### config.mk
export PLATFORM = sky130hd
export DESIGN_NAME = cmult_stream_sequencer
export DESIGN_NICKNAME = d
export VERILOG_FILES = /design/src/rtl/cmult_seq_pkg.sv /design/src/rtl/cmult_seq_fifo.sv /design/src/rtl/cmult_stream_sequencer.sv
export SDC_FILE = /design/constraint.sdc
export NUM_CORES = 1
export LEC_CHECK = 0
export BUFFER_PORTS_ARGS = -buffer_cell sky130_fd_sc_hd__buf_4
export CAP_MARGIN = 20
export CORE_MARGIN = 5
export CORE_UTILIZATION = 43
export CTS_BUF_LIST = sky130_fd_sc_hd__clkbuf_8
export DETAILED_ROUTE_END_ITERATION = 10
export GPL_TIMING_DRIVEN = 0
export PLACE_DENSITY = 0.64
export REMOVE_ABC_BUFFERS = 1
export SYNTH_ARGS = -nofsm -noshare
export SYNTH_HDL_FRONTEND = slang
export SYNTH_SLANG_ARGS = --single-unit
### constraint.sdc
create_clock -name clk -period 15.1 [get_ports clk]
set_input_delay 1.51 -clock clk [delete_from_list [all_inputs] [get_ports clk]]
set_output_delay 1.51 -clock clk [all_outputs]
set_load 0.03 [all_outputs]
### src/rtl/cmult_seq_pkg.sv
`default_nettype none
// ============================================================================
//  Module      : cmult_seq_pkg
//  Description : Shared types and defaults for the complex-multiplier stream
//                sequencer: complex sample type, FIFO entry type and default
//                configuration values.
//  Revision    : 1.0 - initial release
// ============================================================================

`ifndef OVERALL_BITS
`define OVERALL_BITS 32
`endif

package cmult_seq_pkg;

    localparam int CMULT_LATENCY_DEF = 12;
    localparam int FIFO_DEPTH_DEF    = 16;
    localparam int TAG_BITS_DEF      = 8;
    localparam int DATA_BITS         = `OVERALL_BITS;

    typedef struct packed {
        logic signed [DATA_BITS-1:0] re;
        logic signed [DATA_BITS-1:0] im;
    } cplx_t;

    typedef struct packed {
        cplx_t                   prod;
        logic [TAG_BITS_DEF-1:0] tag;
    } seq_entry_t;

endpackage

`default_nettype wire

### src/rtl/cmult_seq_fifo.sv
`default_nettype none
// ============================================================================
//  Module      : cmult_seq_fifo
//  Description : Synchronous FIFO with occupancy count. No fall-through: a
//                word written at one edge is readable from the next cycle.
//                The head word is presented combinationally from storage.
//  Ports       : clk, rst        clock / synchronous active-high reset
//                push, push_data write request and word
//                pop             read request (ignored while empty)
//                pop_data        word at the head of the queue
//                empty           no word stored
//                count           number of stored words (0..DEPTH)
//  Revision    : 1.0 - initial release
// ============================================================================

`ifndef OVERALL_BITS
`define OVERALL_BITS 32
`endif

module cmult_seq_fifo
    import cmult_seq_pkg::*;
#(
    parameter int  DEPTH = FIFO_DEPTH_DEF,
    parameter type T     = seq_entry_t
) (
    input  logic                     clk,
    input  logic                     rst,
    input  logic                     push,
    input  T                         push_data,
    input  logic                     pop,
    output T                         pop_data,
    output logic                     empty,
    output logic [$clog2(DEPTH):0]   count
);

    localparam int PTR_W = $clog2(DEPTH);

    T                 mem_q [DEPTH];
    logic [PTR_W-1:0] wr_ptr_q, wr_ptr_d;
    logic [PTR_W-1:0] rd_ptr_q, rd_ptr_d;
    logic [PTR_W:0]   count_q, count_d;
    logic             w_full;
    logic             w_do_push;
    logic             w_do_pop;

    assign empty    = (count_q == '0);
    assign w_full   = (count_q == (PTR_W+1)'(DEPTH));
    assign count    = count_q;
    assign pop_data = mem_q[rd_ptr_q];

    // A push into a full FIFO is only honoured when a pop frees the slot in
    // the same cycle.
    assign w_do_pop  = pop & ~empty;
    assign w_do_push = push & (~w_full | w_do_pop);

    always_comb begin
        wr_ptr_d = wr_ptr_q;
        rd_ptr_d = rd_ptr_q;
        count_d  = count_q;
        if (w_do_push) begin
            wr_ptr_d = wr_ptr_q + PTR_W'(1);
        end
        if (w_do_pop) begin
            rd_ptr_d = rd_ptr_q + PTR_W'(1);
        end
        case ({w_do_push, w_do_pop})
            2'b10:   count_d = count_q + (PTR_W+1)'(1);
            2'b01:   count_d = count_q - (PTR_W+1)'(1);
            default: count_d = count_q;
        endcase
    end

    always_ff @(posedge clk) begin
        if (rst) begin
            wr_ptr_q <= '0;
            rd_ptr_q <= '0;
            count_q  <= '0;
        end else begin
            wr_ptr_q <= wr_ptr_d;
            rd_ptr_q <= rd_ptr_d;
            count_q  <= count_d;
        end
    end

    // Storage needs no reset; validity is tracked by the count.
    always_ff @(posedge clk) begin
        if (w_do_push) begin
            mem_q[wr_ptr_q] <= push_data;
        end
    end

endmodule

`default_nettype wire

### src/rtl/cmult_stream_sequencer.sv
`default_nettype none
// ============================================================================
//  Module      : cmult_stream_sequencer
//  Description : Issues complex operand pairs to a fixed-latency, non-stalling
//                complex multiplier, tracks their tags through a delay line
//                and buffers products in a FIFO. Input acceptance is
//                credit-controlled so that no product is ever dropped.
//  Macro       : CMULT_SEQ_CHECK_EN - when defined, cm_done is compared with
//                the delay-line head every cycle outside the post-reset drain
//                window; any mismatch sets the sticky err_seq flag.
//                When undefined, err_seq is 0 and cm_done is unused.
//  Ports       : clk, rst                 clock / synchronous active-high reset
//                in_valid/in_ready        operand stream handshake
//                in_a_*, in_b_*, in_tag   operands and sideband tag
//                cm_start, cm_a_*, cm_b_* issue to the multiplier
//                cm_done, cm_res_*        multiplier completion and product
//                out_valid/out_ready      product stream handshake
//                out_real/imag, out_tag   product and its tag
//                err_seq                  sticky sequencing error
//  Revision    : 1.0 - initial release
// ============================================================================

`ifndef OVERALL_BITS
`define OVERALL_BITS 32
`endif

module cmult_stream_sequencer
    import cmult_seq_pkg::*;
#(
    parameter int CMULT_LATENCY = CMULT_LATENCY_DEF,
    parameter int FIFO_DEPTH    = FIFO_DEPTH_DEF,
    parameter int TAG_BITS      = TAG_BITS_DEF
) (
    input  logic                     clk,
    input  logic                     rst,
    input  logic                     in_valid,
    output logic                     in_ready,
    input  logic [`OVERALL_BITS-1:0] in_a_real,
    input  logic [`OVERALL_BITS-1:0] in_a_imag,
    input  logic [`OVERALL_BITS-1:0] in_b_real,
    input  logic [`OVERALL_BITS-1:0] in_b_imag,
    input  logic [TAG_BITS-1:0]      in_tag,
    output logic                     cm_start,
    output logic [`OVERALL_BITS-1:0] cm_a_real,
    output logic [`OVERALL_BITS-1:0] cm_a_imag,
    output logic [`OVERALL_BITS-1:0] cm_b_real,
    output logic [`OVERALL_BITS-1:0] cm_b_imag,
    input  logic                     cm_done,
    input  logic [`OVERALL_BITS-1:0] cm_res_real,
    input  logic [`OVERALL_BITS-1:0] cm_res_imag,
    output logic                     out_valid,
    input  logic                     out_ready,
    output logic [`OVERALL_BITS-1:0] out_real,
    output logic [`OVERALL_BITS-1:0] out_imag,
    output logic [TAG_BITS-1:0]      out_tag,
    output logic                     err_seq
);

    localparam int CNT_W = $clog2(FIFO_DEPTH) + 1;
    localparam int INF_W = $clog2(CMULT_LATENCY + 1);
    localparam int DRN_W = $clog2(CMULT_LATENCY + 2);
    localparam logic [DRN_W-1:0] DRAIN_CYCLES = DRN_W'(CMULT_LATENCY + 1);

    typedef struct packed {
        cplx_t               prod;
        logic [TAG_BITS-1:0] tag;
    } entry_t;

    // Issue stage
    logic                      issue_valid_q, issue_valid_d;
    cplx_t                     issue_a_q, issue_a_d;
    cplx_t                     issue_b_q, issue_b_d;
    logic [TAG_BITS-1:0]       issue_tag_q, issue_tag_d;

    // Tag delay line; slot CMULT_LATENCY-1 lines up with cm_done
    logic [CMULT_LATENCY-1:0]  dl_valid_q, dl_valid_d;
    logic [TAG_BITS-1:0]       dl_tag_q [CMULT_LATENCY];
    logic [TAG_BITS-1:0]       dl_tag_d [CMULT_LATENCY];

    logic [INF_W-1:0]          inflight_q, inflight_d;
    logic [DRN_W-1:0]          drain_cnt_q, drain_cnt_d;

    logic                      w_drain_active;
    logic                      w_accept;
    logic                      w_capture;
    logic                      w_pop;
    logic [TAG_BITS-1:0]       w_head_tag;
    logic [31:0]               w_occupancy;
    logic [CNT_W-1:0]          w_fifo_count;
    logic                      w_fifo_empty;
    entry_t                    w_push_entry;
    entry_t                    w_pop_entry;

    assign w_drain_active = (drain_cnt_q != '0);
    assign w_head_tag     = dl_tag_q[CMULT_LATENCY-1];
    // Stale multiplier results during the drain window are never captured.
    assign w_capture      = dl_valid_q[CMULT_LATENCY-1] & ~w_drain_active;

    // Every accepted operation owns one FIFO slot from acceptance until its
    // product is popped, so the FIFO can never overflow.
    assign w_occupancy = 32'(w_fifo_count) + 32'(inflight_q) + 32'(issue_valid_q);
    assign in_ready    = ~rst & ~w_drain_active & (w_occupancy < 32'(FIFO_DEPTH));
    assign w_accept    = in_valid & in_ready;

    assign cm_start  = issue_valid_q;
    assign cm_a_real = issue_a_q.re;
    assign cm_a_imag = issue_a_q.im;
    assign cm_b_real = issue_b_q.re;
    assign cm_b_imag = issue_b_q.im;

    always_comb begin
        issue_valid_d = w_accept;
        issue_a_d     = issue_a_q;
        issue_b_d     = issue_b_q;
        issue_tag_d   = issue_tag_q;
        if (w_accept) begin
            issue_a_d.re = in_a_real;
            issue_a_d.im = in_a_imag;
            issue_b_d.re = in_b_real;
            issue_b_d.im = in_b_imag;
            issue_tag_d  = in_tag;
        end

        dl_valid_d    = '0;
        dl_valid_d[0] = issue_valid_q;
        dl_tag_d[0]   = issue_tag_q;
        for (int i = 1; i < CMULT_LATENCY; i++) begin
            dl_valid_d[i] = dl_valid_q[i-1];
            dl_tag_d[i]   = dl_tag_q[i-1];
        end

        case ({issue_valid_q, w_capture})
            2'b10:   inflight_d = inflight_q + INF_W'(1);
            2'b01:   inflight_d = inflight_q - INF_W'(1);
            default: inflight_d = inflight_q;
        endcase

        drain_cnt_d = w_drain_active ? (drain_cnt_q - DRN_W'(1)) : drain_cnt_q;
    end

    always_ff @(posedge clk) begin
        if (rst) begin
            issue_valid_q <= 1'b0;
            issue_a_q     <= '0;
            issue_b_q     <= '0;
            issue_tag_q   <= '0;
            dl_valid_q    <= '0;
            for (int i = 0; i < CMULT_LATENCY; i++) begin
                dl_tag_q[i] <= '0;
            end
            inflight_q    <= '0;
            drain_cnt_q   <= DRAIN_CYCLES;
        end else begin
            issue_valid_q <= issue_valid_d;
            issue_a_q     <= issue_a_d;
            issue_b_q     <= issue_b_d;
            issue_tag_q   <= issue_tag_d;
            dl_valid_q    <= dl_valid_d;
            for (int i = 0; i < CMULT_LATENCY; i++) begin
                dl_tag_q[i] <= dl_tag_d[i];
            end
            inflight_q    <= inflight_d;
            drain_cnt_q   <= drain_cnt_d;
        end
    end

    always_comb begin
        w_push_entry         = '0;
        w_push_entry.prod.re = cm_res_real;
        w_push_entry.prod.im = cm_res_imag;
        w_push_entry.tag     = w_head_tag;
    end

    assign w_pop = out_valid & out_ready;

    cmult_seq_fifo #(
        .DEPTH (FIFO_DEPTH),
        .T     (entry_t)
    ) u_fifo (
        .clk       (clk),
        .rst       (rst),
        .push      (w_capture),
        .push_data (w_push_entry),
        .pop       (w_pop),
        .pop_data  (w_pop_entry),
        .empty     (w_fifo_empty),
        .count     (w_fifo_count)
    );

    assign out_valid = ~w_fifo_empty;
    assign out_real  = w_pop_entry.prod.re;
    assign out_imag  = w_pop_entry.prod.im;
    assign out_tag   = w_pop_entry.tag;

`ifdef CMULT_SEQ_CHECK_EN
    logic err_seq_q, err_seq_d;

    always_comb begin
        err_seq_d = err_seq_q | (~w_drain_active & (cm_done != dl_valid_q[CMULT_LATENCY-1]));
    end

    always_ff @(posedge clk) begin
        if (rst) begin
            err_seq_q <= 1'b0;
        end else begin
            err_seq_q <= err_seq_d;
        end
    end

    assign err_seq = err_seq_q;
`else
    logic w_unused_cm_done;
    assign w_unused_cm_done = cm_done;
    assign err_seq          = 1'b0;
`endif

endmodule

`default_nettype wire

After elaboration in Yosys (flattened, before gate mapping). Memory sizes are Yosys's and may differ from the RTL's. A register that Yosys moved wholly into a read port is not among the register bits. Cells that the tools add are included.

Register bits after elaboration: 170. Bits in writable memories: 1248. Input bits: 205. Output and inout bits: 204. Memories kept: 2.

Add/subtract/negate cells: 9. $lt $le $gt $ge: 1. Eq/ne operators: 5. Muxes and demuxes: 21. Bitwise logic cells: 24. Reduce and logical (&&, ||, !) cells: 4.

Memory list: u_fifo.mem_q (words 16, width 72, read ports 1, clocked after memory_dff 1, wr ports 1, RTL line cmult_seq_fifo.sv:38) `T mem_q [DEPTH];`; dl_tag_q (words 12, width 8, read ports 12, clocked after memory_dff 0, wr ports 12, RTL line cmult_stream_sequencer.sv:77) `logic [TAG_BITS-1:0] dl_tag_q [CMULT_LATENCY];`.

Operators with widths (count): $mux 8 (12); $or 1x1->1 (13); $add 4x1->4 const B (3); $pmux 5 s2 (1); $mux 4 (2); $pmux 4 s2 (1); $sub 4x1->4 const B (2); $add 6x1->7 (1); $and 1x1->1 (7); $lt 7x5->1 const B (1); $add 5x4->6 (1); $add 5x1->5 const B (1); $eq 5x5->1 const B (1); $logic_not 5->1 (1); $mux 1 (5); $sub 5x1->5 const B (1); $eq 2x1->1 const B (2); $eq 2x2->1 const B (2); $not 1->1 (4); $reduce_bool 2->1 (2); $reduce_bool 4->1 (1).

Logic depth before layout (Yosys ltp).
Depth in word-level cells: 8. Depth in mapped cells: 15. Gate-level depth less buffers: 12.

By module. Synthesis repeated with hierarchy kept, for this count alone.

Cells, all modules: 2612. Area total of the unflattened synthesis: 53023.4 sq um.

By module, submodules not included: cmult_seq_fifo (instances 1, cells each 1878, area an instance 43920.9 sq um); cmult_stream_sequencer (instances 1, cells each 734, area an instance 9102.5 sq um).

Worst setup path before layout. Ideal clock, no wire load.

Path kind: input to register. Start point: input out_ready. End point: memory u_fifo.mem_q[3][0] (netlist name), enable pin. Library setup time: 0.590 ns. Arrival time: 6.536 ns. Data required time: 14.510 ns. Slack: 7.974 ns. Cell stages on the path: 2. Cells stage by stage: o311ai_2 > nor3_1.

Word-level cells in the longest chain between the ends: 6.

RTL lines: from (decl) (RTL line cmult_stream_sequencer.sv:52) `input logic out_ready,`; $and 1x1->1 (RTL line cmult_stream_sequencer.sv:174) `assign w_pop = out_valid & out_ready;`; $and 1x1->1 (RTL line cmult_seq_fifo.sv:53) `assign w_do_pop = pop & ~empty;`; $or 1x1->1 (RTL line cmult_seq_fifo.sv:54) `assign w_do_push = push & (~w_full | w_do_pop);`; $and 1x1->1 (RTL line cmult_seq_fifo.sv:54); $mux 1 (RTL line cmult_seq_fifo.sv:87) `if (w_do_push) begin`; $mux 1 (not written as such) (RTL line cmult_seq_fifo.sv:88) `mem_q[wr_ptr_q] <= push_data;`; to (decl) (RTL line cmult_seq_fifo.sv:38).

No other way between the ends.

==> results_dict.tcl <==
set metrics [dict create \
    p_leak_uw 0.0216 \
    worst_path_most_repeated_cell "buf_16" \
    wl_um 122000 \
    gr-total-overflow 0 \
    hp-class "flop to flop" \
    synth_largest_area_cell "edfxtp_1" \
    endpoint "out_real[16]" \
    number_of_instances_in_the_synthesized_netlist 2748 \
    htree_num_levels 4 \
    worstReg2RegEnd "u_fifo.count[4]" \
    start_util_pct 43.2 \
    reg2reg_depth 12 \
    timing.setup.tns_ps 0 \
    first_global_vias 28300 \
    worst-r2r-setup-slack_ps 11780 \
    holdBufCountCts 0 \
    tightest_slew_ps 956 \
    end_kind "output pin" \
    post_syn_area_per_cell_um2 19.4 \
    final_common_cell "edfxtp_1" \
    groute.usage.overall_pct 18.6 \
    post_cts_resized 0 \
    power-per-cell-area_mw_per_mm2 135 \
    firstDrtPassIters 7 \
    gp_congestion 0.774 \
    pre_cts_slack_ps 10410 \
    highest_count_cells_in_the_layout_ignoring_fill_and_taps "edfxtp_1 (1,152), buf_4 (405), mux4_2 (288)" \
    antenna_found_initial 12 \
    ys_ff_latch 1422 \
    worst-endpoint-required_ps 13590 \
    die-area_mm2 0.131 \
    synth.cell_area_mm2 0.0533 \
    ant_nets 0 \
    cts_inserted_buffers 226 \
    finalSetupViolCount 0 \
    worstReg2RegStart "drain_cnt_q[0]" \
    port-buffer-count 406 \
    max-vdd-ir-drop_mv 0.0951 \
    cts.root.buffer_cell "clkbuf_8" \
    outcome "finished clean" \
    cp_slowest_stage_delay_ps 930 \
    worst_skew_pair.late_latency_ps 940 \
    clock.fmax_mhz 181 \
    synth_top_area_share_pct 64.9 \
    die_height_um 362 \
    ctsLongestPathBuffers 3 \
    ys_top_cells_by_area "edfxtp_1 (65%), mux4_2 (12%), dfxtp_1 (10%), nand2b_1 (3.0%), mux2i_1 (2.5%)" \
    clk_transition_reported_paths_ps 60 \
    layout_cells_sized_above_1_pct 31.3 \
    drt-initial-drc-count 2098 \
    cp.arrival_ps 4010 \
    cts_tree "done" \
    crit_fanout 40 \
    area_growth_syn_to_layout_pct 19.3 \
    relSlewSlack_pct 36.3 \
    synth_edf_count 1152 \
    setup.worst_path.class "flop to output pin" \
    nNetsFinal 3505 \
    critical_path.cell_chain "buf_16 > buf_16 > buf_16 > mux4_2 > a22oi_1 > nand2_1 > buf_4" \
    design.portCount 409 \
    synth-warning-count 0 \
    detailed_place_hpwl_um 71400 \
    timing_max_transition_violations_final 0 \
    highest_delay_cell_along_the_critical_path "dfxtp_4" \
    row_count 129 \
    cts.sink_count 1422 \
    wl_per_cell_um 23.9 \
    synthArstFlopShare_pct 0 \
    vias 27000 \
    largest_net_degree_at_the_start_of_global_routing 203 \
    route.detailed.drc 0 \
    synth.lib_cells_used.distinct 50 \
    setup_slack_ps 9580 \
    post_synth_top_flop "edfxtp_1" \
    cts.repair_timing.setup_buffer_count 0 \
    fin_total_pwr_uw 8560 \
    core-area_mm2 0.123 \
    worst_setup_path_start_kind "flop" \
    skew_ps 55.4 \
    fin_crit_ps 5520 \
    rsz_0062_raised_after_global_routing "no" \
    routed_via_density 5.28 \
    ys_seq_area_share_pct 75.0 \
    hold_viol 0 \
    layout_worst_path_cycle_share_pct 36.6 \
    max-cap-violations 0 \
    grt_first_pass_wirelength_um 182000 \
    die_w_um 362 \
]
[registers in the layout, summed over array words and instances, names as in the netlist, 5 cells and up, named ones only]
signal	cells
cm_b_imag	32
u_fifo.count	5
dl_valid_q	12
cm_a_imag	32
u_fifo.mem_q	1152
dl_tag_q	96
issue_tag_q	8
cm_b_real	32
cm_a_real	32
[worst min-delay path by stage]
stage | startpoint | to | cells after the start
after CTS | dl_tag_q[0][9] | dl_tag_q[0][17] | 1
after detailed placement | dl_tag_q[1][5] | dl_tag_q[1][13] | 1
after global routing | dl_tag_q[0][9] | dl_tag_q[0][17] | 1
after global placement | dl_tag_q[2][13] | dl_tag_q[2][21] | 1
after floorplan | dl_tag_q[0][2] | dl_tag_q[0][10] | 1
final | dl_tag_q[2][16] | dl_tag_q[2][24] | 1
[synthesized netlist by cell type (16+ instances only)]
cell	instances
buf_4	16
nand2_1	76
a22oi_1	144
nor2_1	20
nor2b_1	126
buf_2	31
clkbuf_1	96
mux2i_1	132
and3_1	16
nand2b_1	259
edfxtp_1	1152
ha_1	17
dfxtp_1	270
mux4_2	288
[per-stage QoR]
stage / cell area, um^2 / hold WS, ps / instances / util [%]
floorplan: 52600 / 414 / 2586 / -
global placement: 57700 / 416 / 4629 / 46.7
detailed placement: 59200 / 420 / 4691 / 48.0
CTS: 63600 / 402 / 5111 / 51.5
global route: 63600 / 424 / 5114 / 51.5
finish: 63600 / 399 / 5118 / 51.5
[routing by layer]
layer	up-vias	part of all wire, %	global-route usage [%]
li1	11900	-	-
met5	-	0.037	0
met3	189	8.5	5.94
met1	13900	40	24.1
met2	1007	49	30.2
met4	8	2.3	5.85
[critical path: cells and delay by family, from the launching register on]
family,cells,cell delay (ps)
AOI/OAI and AO/OA,1,250
DFF,1,930
muxes,1,540
and+or+nand+nor,1,90
buffers and inverters,4,1130
[power by group]
group          total [uW]  switching, uW  internal (uW)
Combinational        1140            551            593
Sequential           4270           40.5           4230
Clock                3150           1530           1610
[kinds of logic (layout without fill, tap and decap cells)]
group           after synthesis  count (layout)  synth area share [%]
flops                      1422            1422                  75.0
buf+inv                     175             901                  1.47
other cells                   1               8               0.00703
fa+ha+maj                    18              18                 0.436
xor+xnor                     11              11                 0.181
compound gates              172             172                  2.39
mux                         430             430                  14.8
simple gates                519             519                  5.67
[area by class of cell]
class,count,area [um^2]
fillers,9913,59800
repair buffers,468,4460
flip-flops and latches,1422,40000
clock inverters,178,1060
multi-input cells,1151,12700
diodes,7,17.5
clock buffers,242,3330
well taps,1637,2050
inverters,13,48.8
Power figures use the tool's default switching activity.
